**config.mk**
```make
export PLATFORM = sky130hd
export DESIGN_NAME = time_adjust_ctrl_flat
export DESIGN_NICKNAME = d
export VERILOG_FILES = /design/src/rtl/clock_pkg.sv /design/src/rtl/time_adjust_ctrl_if.sv /design/src/rtl/btn_debounce.sv /design/src/rtl/time_adjust_ctrl.sv /design/src/flat_wrapper.sv
export SDC_FILE = /design/constraint.sdc
export NUM_CORES = 1
export LEC_CHECK = 0
export ABC_AREA = 1
export CELL_PAD_IN_SITES_DETAIL_PLACEMENT = 0
export CELL_PAD_IN_SITES_GLOBAL_PLACEMENT = 1
export CORE_MARGIN = 8
export CORE_UTILIZATION = 44
export CTS_BUF_LIST = sky130_fd_sc_hd__clkbuf_4 sky130_fd_sc_hd__clkbuf_8 sky130_fd_sc_hd__clkbuf_16
export DETAILED_ROUTE_END_ITERATION = 8
export GPL_TIMING_DRIVEN = 0
export PLACE_DENSITY_LB_ADDON = 0.1
export SKIP_LAST_GASP = 1
export SYNTH_ARGS = -nofsm -noshare
export SYNTH_HDL_FRONTEND = slang
export SYNTH_SLANG_ARGS = --single-unit
```
**constraint.sdc**
```tcl
create_clock -name clk_100M -period 2.2 [get_ports clk_100M]
set_input_delay 0.22 -clock clk_100M [delete_from_list [all_inputs] [get_ports clk_100M]]
set_output_delay 0.22 -clock clk_100M [all_outputs]
set_load 0.005 [all_outputs]
```
**src/rtl/clock_pkg.sv**
```systemverilog
// Shared types and constants for the six-digit clock.
// Mode encoding, field limits and per-field blink masks.
package clock_pkg;

  typedef enum logic [1:0] {
    MODE_RUN   = 2'd0,
    MODE_SET_H = 2'd1,
    MODE_SET_M = 2'd2,
    MODE_SET_S = 2'd3
  } mode_e;

  localparam logic [4:0] HOUR_MAX    = 5'd23;
  localparam logic [5:0] MIN_SEC_MAX = 6'd59;

  localparam logic [5:0] BLINK_NONE = 6'b000000;
  localparam logic [5:0] BLINK_H    = 6'b110000;
  localparam logic [5:0] BLINK_M    = 6'b001100;
  localparam logic [5:0] BLINK_S    = 6'b000011;

  function automatic logic [5:0] blink_of(
    input mode_e m,
    input logic  ph
  );
    logic [5:0] b;
    b = BLINK_NONE;
    if (ph) begin
      unique case (m)
        MODE_SET_H: b = BLINK_H;
        MODE_SET_M: b = BLINK_M;
        MODE_SET_S: b = BLINK_S;
        default:    b = BLINK_NONE;
      endcase
    end
    return b;
  endfunction

endpackage

```
**src/rtl/time_adjust_ctrl_if.sv**
```systemverilog
// Tick/button inputs and time/display outputs of the clock controller.
// master = controller side, slave = display/stimulus side.
interface time_adjust_ctrl_if;
  logic       tick_1hz;
  logic       btn_mode;
  logic       btn_inc;
  logic [4:0] hour;
  logic [5:0] minute;
  logic [5:0] second;
  logic [1:0] mode;
  logic [5:0] blink_mask;
  logic       day_pulse;

  modport master (
    input  tick_1hz, btn_mode, btn_inc,
    output hour, minute, second,
    output mode, blink_mask, day_pulse
  );

  modport slave (
    output tick_1hz, btn_mode, btn_inc,
    input  hour, minute, second,
    input  mode, blink_mask, day_pulse
  );
endinterface

```
**src/rtl/btn_debounce.sv**
```systemverilog
// Button conditioner: 2-FF synchronizer, stable-level filter,
// one-cycle pulse on each accepted rising level.
module btn_debounce #(
  parameter int unsigned DEBOUNCE_CYCLES = 1_000_000
) (
  input  logic clk,
  input  logic rst_n,
  input  logic raw,
  output logic pulse
);

  localparam int unsigned CW = $clog2(DEBOUNCE_CYCLES + 1);
  localparam logic [CW-1:0] LAST = CW'(DEBOUNCE_CYCLES - 1);

  logic          s1;
  logic          s2;
  logic          stable;
  logic          stable_d;
  logic [CW-1:0] cnt;

  // Any sample agreeing with the accepted level restarts the count.
  always_ff @(posedge clk or negedge rst_n) begin
    if (!rst_n) begin
      s1       <= 1'b0;
      s2       <= 1'b0;
      stable   <= 1'b0;
      stable_d <= 1'b0;
      pulse    <= 1'b0;
      cnt      <= '0;
    end else begin
      s1       <= raw;
      s2       <= s1;
      stable_d <= stable;
      pulse    <= stable & ~stable_d;
      if (s2 == stable) begin
        cnt <= '0;
      end else if (cnt == LAST) begin
        stable <= s2;
        cnt    <= '0;
      end else begin
        cnt <= cnt + CW'(1);
      end
    end
  end

endmodule

```
**src/rtl/time_adjust_ctrl.sv**
```systemverilog
// Clock timekeeping plus mode/inc time-set state machine.
// Owns h/m/s, the set-mode blink phase and the rollover pulse.
module time_adjust_ctrl
  import clock_pkg::*;
#(
  parameter int unsigned DEBOUNCE_CYCLES = 1_000_000
) (
  input logic              clk_100M,
  input logic              rst_n,
  time_adjust_ctrl_if.master bus
);

  logic       mode_p;
  logic       inc_p;

  logic [4:0] hour_q, hour_n;
  logic [5:0] min_q, min_n;
  logic [5:0] sec_q, sec_n;
  mode_e      st_q, st_n;
  logic       ph_q, ph_n;
  logic [5:0] blink_q;
  logic       day_q, day_n;

  btn_debounce #(.DEBOUNCE_CYCLES(DEBOUNCE_CYCLES)) u_db_mode (
    .clk   (clk_100M),
    .rst_n (rst_n),
    .raw   (bus.btn_mode),
    .pulse (mode_p)
  );

  btn_debounce #(.DEBOUNCE_CYCLES(DEBOUNCE_CYCLES)) u_db_inc (
    .clk   (clk_100M),
    .rst_n (rst_n),
    .raw   (bus.btn_inc),
    .pulse (inc_p)
  );

  always_comb begin
    hour_n = hour_q;
    min_n  = min_q;
    sec_n  = sec_q;
    st_n   = st_q;
    ph_n   = ph_q;
    day_n  = 1'b0;
    unique case (st_q)
      MODE_RUN: begin
        if (bus.tick_1hz) begin
          priority case (1'b1)
            sec_q != MIN_SEC_MAX: sec_n = sec_q + 6'd1;
            min_q != MIN_SEC_MAX: begin
              sec_n = '0;
              min_n = min_q + 6'd1;
            end
            hour_q != HOUR_MAX: begin
              sec_n  = '0;
              min_n  = '0;
              hour_n = hour_q + 5'd1;
            end
            default: begin
              sec_n  = '0;
              min_n  = '0;
              hour_n = '0;
              day_n  = 1'b1;
            end
          endcase
        end
      end
      MODE_SET_H: begin
        if (inc_p)
          hour_n = (hour_q >= HOUR_MAX) ? '0 : hour_q + 5'd1;
        if (bus.tick_1hz) ph_n = ~ph_q;
      end
      MODE_SET_M: begin
        if (inc_p)
          min_n = (min_q >= MIN_SEC_MAX) ? '0 : min_q + 6'd1;
        if (bus.tick_1hz) ph_n = ~ph_q;
      end
      MODE_SET_S: begin
        if (inc_p)
          sec_n = (sec_q >= MIN_SEC_MAX) ? '0 : sec_q + 6'd1;
        if (bus.tick_1hz) ph_n = ~ph_q;
      end
      default: st_n = MODE_RUN;
    endcase
    // State change wins over a same-cycle phase toggle.
    if (mode_p) begin
      st_n = mode_e'(st_q + 2'd1);
      ph_n = 1'b0;
    end
  end

  always_ff @(posedge clk_100M or negedge rst_n) begin
    if (!rst_n) begin
      hour_q  <= '0;
      min_q   <= '0;
      sec_q   <= '0;
      st_q    <= MODE_RUN;
      ph_q    <= 1'b0;
      blink_q <= BLINK_NONE;
      day_q   <= 1'b0;
    end else begin
      hour_q  <= hour_n;
      min_q   <= min_n;
      sec_q   <= sec_n;
      st_q    <= st_n;
      ph_q    <= ph_n;
      blink_q <= blink_of(st_n, ph_n);
      day_q   <= day_n;
    end
  end

  assign bus.hour       = hour_q;
  assign bus.minute     = min_q;
  assign bus.second     = sec_q;
  assign bus.mode       = st_q;
  assign bus.blink_mask = blink_q;
  assign bus.day_pulse  = day_q;

endmodule

```
**src/flat_wrapper.sv**
```systemverilog
// flat-port wrapper written by rule: the top's interface ports become plain ports
module time_adjust_ctrl_flat import clock_pkg::*;
#(
  parameter int unsigned DEBOUNCE_CYCLES = 1_000_000
)
  (clk_100M, rst_n, bus_tick_1hz, bus_btn_mode, bus_btn_inc, bus_hour, bus_minute, bus_second, bus_mode, bus_blink_mask, bus_day_pulse);
  time_adjust_ctrl_if bus_i ();
  input logic clk_100M;
  input logic rst_n;
  input wire logic [$bits(bus_i.tick_1hz)-1:0] bus_tick_1hz;
  input wire logic [$bits(bus_i.btn_mode)-1:0] bus_btn_mode;
  input wire logic [$bits(bus_i.btn_inc)-1:0] bus_btn_inc;
  output wire logic [$bits(bus_i.hour)-1:0] bus_hour;
  output wire logic [$bits(bus_i.minute)-1:0] bus_minute;
  output wire logic [$bits(bus_i.second)-1:0] bus_second;
  output wire logic [$bits(bus_i.mode)-1:0] bus_mode;
  output wire logic [$bits(bus_i.blink_mask)-1:0] bus_blink_mask;
  output wire logic [$bits(bus_i.day_pulse)-1:0] bus_day_pulse;
  assign bus_i.tick_1hz = bus_tick_1hz;
  assign bus_i.btn_mode = bus_btn_mode;
  assign bus_i.btn_inc = bus_btn_inc;
  assign bus_hour = bus_i.hour;
  assign bus_minute = bus_i.minute;
  assign bus_second = bus_i.second;
  assign bus_mode = bus_i.mode;
  assign bus_blink_mask = bus_i.blink_mask;
  assign bus_day_pulse = bus_i.day_pulse;
  time_adjust_ctrl #(.DEBOUNCE_CYCLES(DEBOUNCE_CYCLES)) u_core (.clk_100M(clk_100M), .rst_n(rst_n), .bus(bus_i));
endmodule
```
## Word level (Yosys, flattened, before mapping)

Index checks and enable logic that the tools add are counted.

| cells by class | value |
|---|---|
| add/sub/neg operators | 6 |
| multipliers | 0 |
| div/mod/pow operators | 0 |
| magnitude comparators | 3 |
| equality and inequality tests | 19 |
| shift operators | 0 |
| mux-type cells | 33 |
| bitwise logic cells | 7 |
| reduce and logical (&&, ||, !) cells | 10 |

Operators by type and width:

| cell | number |
|---|---|
| $mux 20 | 4 |
| $mux 6 | 10 |
| $add 20x1->20 const B | 2 |
| $eq 20x20->1 const B | 2 |
| $mux 5 | 6 |
| $pmux 6 s2 | 2 |
| $pmux 6 s3 | 1 |
| $add 6x1->6 const B | 2 |
| $ge 6x6->1 const B | 2 |
| $ne 2x2->1 const B | 6 |
| $ne 6x6->1 const B | 2 |
| $pmux 5 s2 | 1 |
| $eq 2x2->1 const B | 4 |
| $mux 1 | 8 |
| $reduce_bool 2->1 | 3 |
| $add 5x1->5 const B | 1 |
| $ge 5x5->1 const B | 1 |
| $ne 5x5->1 const B | 1 |
| $not 1->1 | 5 |
| $reduce_and 5->1 | 1 |
| $eq 2x1->1 const B | 2 |
| $reduce_and 2->1 | 2 |
| $reduce_and 4->1 | 1 |
| $reduce_and 3->1 | 1 |
| 6 further kinds | 8 |

| storage, ports and cells | value |
|---|---|
| register bits after elaboration | 77 |
| bits in latches | 0 |
| bits in writable memories | 0 |
| memory bits (read-only) | 0 |
| input port bits | 5 |
| output and inout bits | 26 |
| memories | 0 |

## Logic depth before layout (Yosys ltp)

| depth | value |
|---|---|
| word-level depth | 6 |
| mapped depth | 10 |

## By module

Synthesis repeated with hierarchy kept, for this count alone.

| unflattened totals | value |
|---|---|
| cell total of the unflattened synthesis | 530 |
| area, all modules | 4097.7 µm² |

By module, submodules not included:

| module | times used | cells each | area an instance (µm²) |
|---|---|---|---|
| btn_debounce | 2 | 164 | 1318.8 |
| time_adjust_ctrl | 1 | 202 | 1460.2 |

## Worst setup path before layout

No wires, ideal clock.

| timing | value |
|---|---|
| path type | flip-flop to flip-flop |
| from | register u_core.st_q[0], in the netlist u_core.bus.mode[0] |
| to | register u_core.min_q[5], in the netlist u_core.bus.minute[5] |
| setup time | 0.113 ns |
| arrival | 1.472 ns |
| path slack | 0.615 ns |
| stages on the path, launching flop included | 11 |
| buffers on the path | 0 |
| cell sequence | dfrtp_1 inv_1 ha_1 nand2_1 o21ai_0 nor2_2 nand2_2 inv_1 nand2_1 nand2_1 inv_1 |

| between the ends | value |
|---|---|
| longest elaborated chain between the ends | 3 |
| elaborated cells on any way between the ends | 8 |
| those cells by class | 4 x eq/ne; 1 x mux; 3 x reduce/logical |

Ends and longest elaborated chain:

| item | line | RTL |
|---|---|---|
| from (decl) | time_adjust_ctrl.sv:19 | `mode_e st_q, st_n;` |
| from (signal assigned) | time_adjust_ctrl.sv:105 | `st_q <= st_n;` |
| $eq 2x2->1 or $logic_not 2->1 (tied branches) | time_adjust_ctrl.sv:45 | `unique case (st_q)` |
| $ne 2x2->1 (no line) or $reduce_bool 2->1 (tied branches) | - |  |
| $reduce_and 4->1 (no line) | - |  |
| to (signal assigned) | time_adjust_ctrl.sv:103 | `min_q <= min_n;` |
| to (decl) | time_adjust_ctrl.sv:17 | `logic [5:0] min_q, min_n;` |

Parallel ways exist; a longest one is shown, timed or not.
A chain may end at the register's enable or synchronous reset.

## Worst setup path in the final report

Same ends and word-level chain as after synthesis.

==> metrics <==
status=finished clean; CTS clk-pin slew, worst paths=0.08 ns; Seq/Total Area, Yosys=0.457; # diodes=0; Area Growth Syn to Fin=17.1%; setup TNS=0 ns; Worst slew margin=0.758; Synth area leader=dfrtp_1; cells along the critical path=inv_1 -> ha_1 -> nand2_1 -> o21ai_0 -> nor2_2 -> nand2_2 -> inv_1 -> nand2_1 -> nand2_1 -> inv_1; Int Pwr=2.27 mW; Post-CTS Hold Buffers=1; Crit Path Class=flop to flop; min Tclk post-route=1.76 ns; mapped cell area=4050 um2; I/O Pins=31; P_leak=2.07 nW; Pre-antenna DRT Iters=4; drt wl/cell=12.4 um; Die Wd=112 um; syn nets=522; clk sink count=74; largest net degree at the start of global routing=60; WP data required=2.44 ns; Sw Ratio=0.249; Synth Warn #=0; MaxCap Viol Count=0; Nets=565; number of nets still failing antenna checks after routing=0; Filler Cells Inserted=886; Critical Path Max Stage Delay=0.45 ns; Fin. Hold Viols=0; Routed WL=8.25 mm; Post-CTS Setup Inserts=0; Congestion Overflow GR=0; PostCTS Resize Cnt=0; gr usage total=0.141; Synth top area share=0.457; largest cells by area after synthesis=dfrtp_1 (46%), nand2_1 (9.3%), nor2_1 (8.9%), inv_1 (5.0%), nand3_1 (4.3%); Num CTS Buffers=9; Detailed Route Iter0 Violations=127; fin crit share=0.799; Peak VDD IR=0.317 mV; full die area=12500 um2; post-synthesis register bit count=74; CP endpoint kind=flop; Max Freq=569 MHz; PD cells=638 nW/um2; clk buf depth=2; H-tree Lvls=3; Critical Path AT=2.00 ns; Syn Inst Count=507; initial antenna violation count=0; Reg2Reg Depth=10; final setup skew=0.0118 ns; total power=3.02 mW; CP Launch Type=flop; Crit Path Max Fanout=8; clock share of power=0.385; Min-Delay Path Class=input pin to async pin; syn_area_per_cell=7.99 um2; Routability Congestion=0.837; Post-DP HPWL=6.21 mm; unique cell type count in the Yosys netlist=31; first-pass GRT wire length=14.8 mm; core footprint=9060 um2; part of the power in registers=0.499; CTS Root Buffer Type=clkbuf_8; Comb power frac=0.117; vias in the first global route=3182; routed vias/inst=4.88; CTS tree=yes; insertion delay to the later sink of the worst-skew pair=0.34 ns; RSZ-0062 raised after global routing=false; row cnt=35; detailed-route via count=3248; port bufs=30; fin. max-slew vios=0; critical path's slowest cell=dfrtp_1; residual DRC count=0; Sw Pwr=0.754 mW; hold slack final=0.285 ns; Slew @ Worst Pin=0.360 ns; Die Height=112 um; layout cell share with drive strength beyond 1=0.110; initial core utilization=0.447; Setup Viol. Count Final=0
[cell usage in the layout (no fill, tap or decap), types with 8 or more instances in the layout]
| cell | netlist | layout |
|---|---|---|
| ha_1 | 10 | 10 |
| nor2_2 | 10 | 10 |
| clkbuf_8 | 0 | 10 |
| a21oi_1 | 11 | 11 |
| clkdlybuf4s50_1 | 0 | 29 |
| dfrtp_1 | 74 | 74 |
| inv_1 | 54 | 54 |
| nand3_1 | 35 | 35 |
| nand4_1 | 10 | 10 |
| nor3_1 | 13 | 13 |
| xnor2_1 | 8 | 8 |
| nand2_1 | 100 | 100 |
| nor2_1 | 96 | 96 |
| xor2_1 | 20 | 20 |
| o21ai_0 | 13 | 13 |
| nand2_2 | 11 | 11 |
[worst paths after layout]
check	slack, ns	end	from
worst max-delay path	0.44	u_core.bus.minute[5]	u_core.bus.mode[0]
worst min-delay path	0.28	u_core.bus.hour[2]	rst_n
worst max register to register	0.44	u_core.bus.minute[5]	u_core.bus.mode[0]
worst min register to register	0.37	u_core.u_db_inc.s2	u_core.u_db_inc.s1
max in group asynchronous	1.36	u_core.u_db_inc.cnt[2]	rst_n
min in group clk_100M	0.33	u_core.u_db_mode.s1	bus_btn_mode
[layout make-up]
class / instances / area (um2) / area share
Buffer: 3 / 22.5 / 0.00475
Clock buffer: 10 / 138 / 0.0290
Clock inverter: 6 / 80.1 / 0.0169
Inverter: 60 / 225 / 0.0475
Multi-Input combinational cell: 370 / 1950 / 0.411
Sequential cell: 74 / 1850 / 0.391
Tap cell: 111 / 139 / 0.0293
Timing Repair Buffer: 32 / 335 / 0.0707
[per-stage QoR]
step / setup WS (ns) / cell area (um2) / util / std cells
floorplan: 0.615 / 4050 / - / 507
global placement: -1.78 / 4490 / 0.495 / 648
detailed placement: 0.410 / 4510 / 0.498 / 649
CTS: 0.413 / 4740 / 0.523 / 666
global route: 0.242 / 4740 / 0.523 / 666
finish: 0.443 / 4740 / 0.523 / 666
[Yosys cell counts]
cell type	n
nor3_1	13
nor2_2	10
xor2_1	20
nand2_4	2
nand2_1	100
nor3b_1	2
a21oi_1	11
nand3_2	4
o211ai_1	3
o21ai_1	5
ha_1	10
nand2_2	11
inv_1	54
o21bai_1	3
nand3b_1	3
nand4_1	10
clkinv_1	1
dfrtp_1	74
nand3b_2	1
nor3_2	1
nand3_1	35
nor2_1	96
o21ai_0	13
xnor2_1	8
o21ai_4	1
o21a_1	2
buf_4	3
and2_1	1
inv_2	5
nor3_4	1
nor2_4	4
[registers in the layout, indices dropped and copies added, names as in the netlist, 2 cells and up]
name	count
u_core.bus.hour	5
u_core.bus.minute	6
u_core.u_db_inc.cnt	20
u_core.u_db_mode.cnt	20
u_core.bus.blink_mask	3
u_core.bus.mode	2
u_core.bus.second	6
[layer usage]
| layer | share of wire | global-route usage | vias up |
|---|---|---|---|
| li1 | - | - | 1689 |
| met1 | 0.50 | 0.182 | 1497 |
| met2 | 0.46 | 0.229 | 49 |
| met3 | 0.032 | 0.0271 | 13 |
| met4 | 0.018 | 0.0549 | 0 |
| met5 | 0 | 0 | - |
[critical path: cells and delay by family, from the launching register on]
kind | cells | cell delay, ns
compound gates | 1 | 0.10
fa+ha+maj | 1 | 0.31
buf+inv | 3 | 0.25
flops | 1 | 0.45
simple gates | 5 | 0.55
[cells by family after synthesis]
kind of cell	synth area share
adder cells (fa/ha/maj)	0.0309
buffers and inverters	0.0612
XOR/XNOR	0.0606
flip-flops	0.457
AND/OR/NAND/NOR	0.335
AO/OA/AOI/OAI	0.0547
[power groups by stage]
stage / clock network, mW / registers [mW] / logic (mW)
floorplan: 0 / 1.53 / 0.168
global placement: 0 / 1.53 / 0.354
detailed placement: 0 / 1.54 / 0.362
CTS: 1.21 / 1.51 / 0.364
global route: 1.25 / 1.52 / 0.403
finish: 1.16 / 1.51 / 0.352
(Power assumes the default switching activity.)
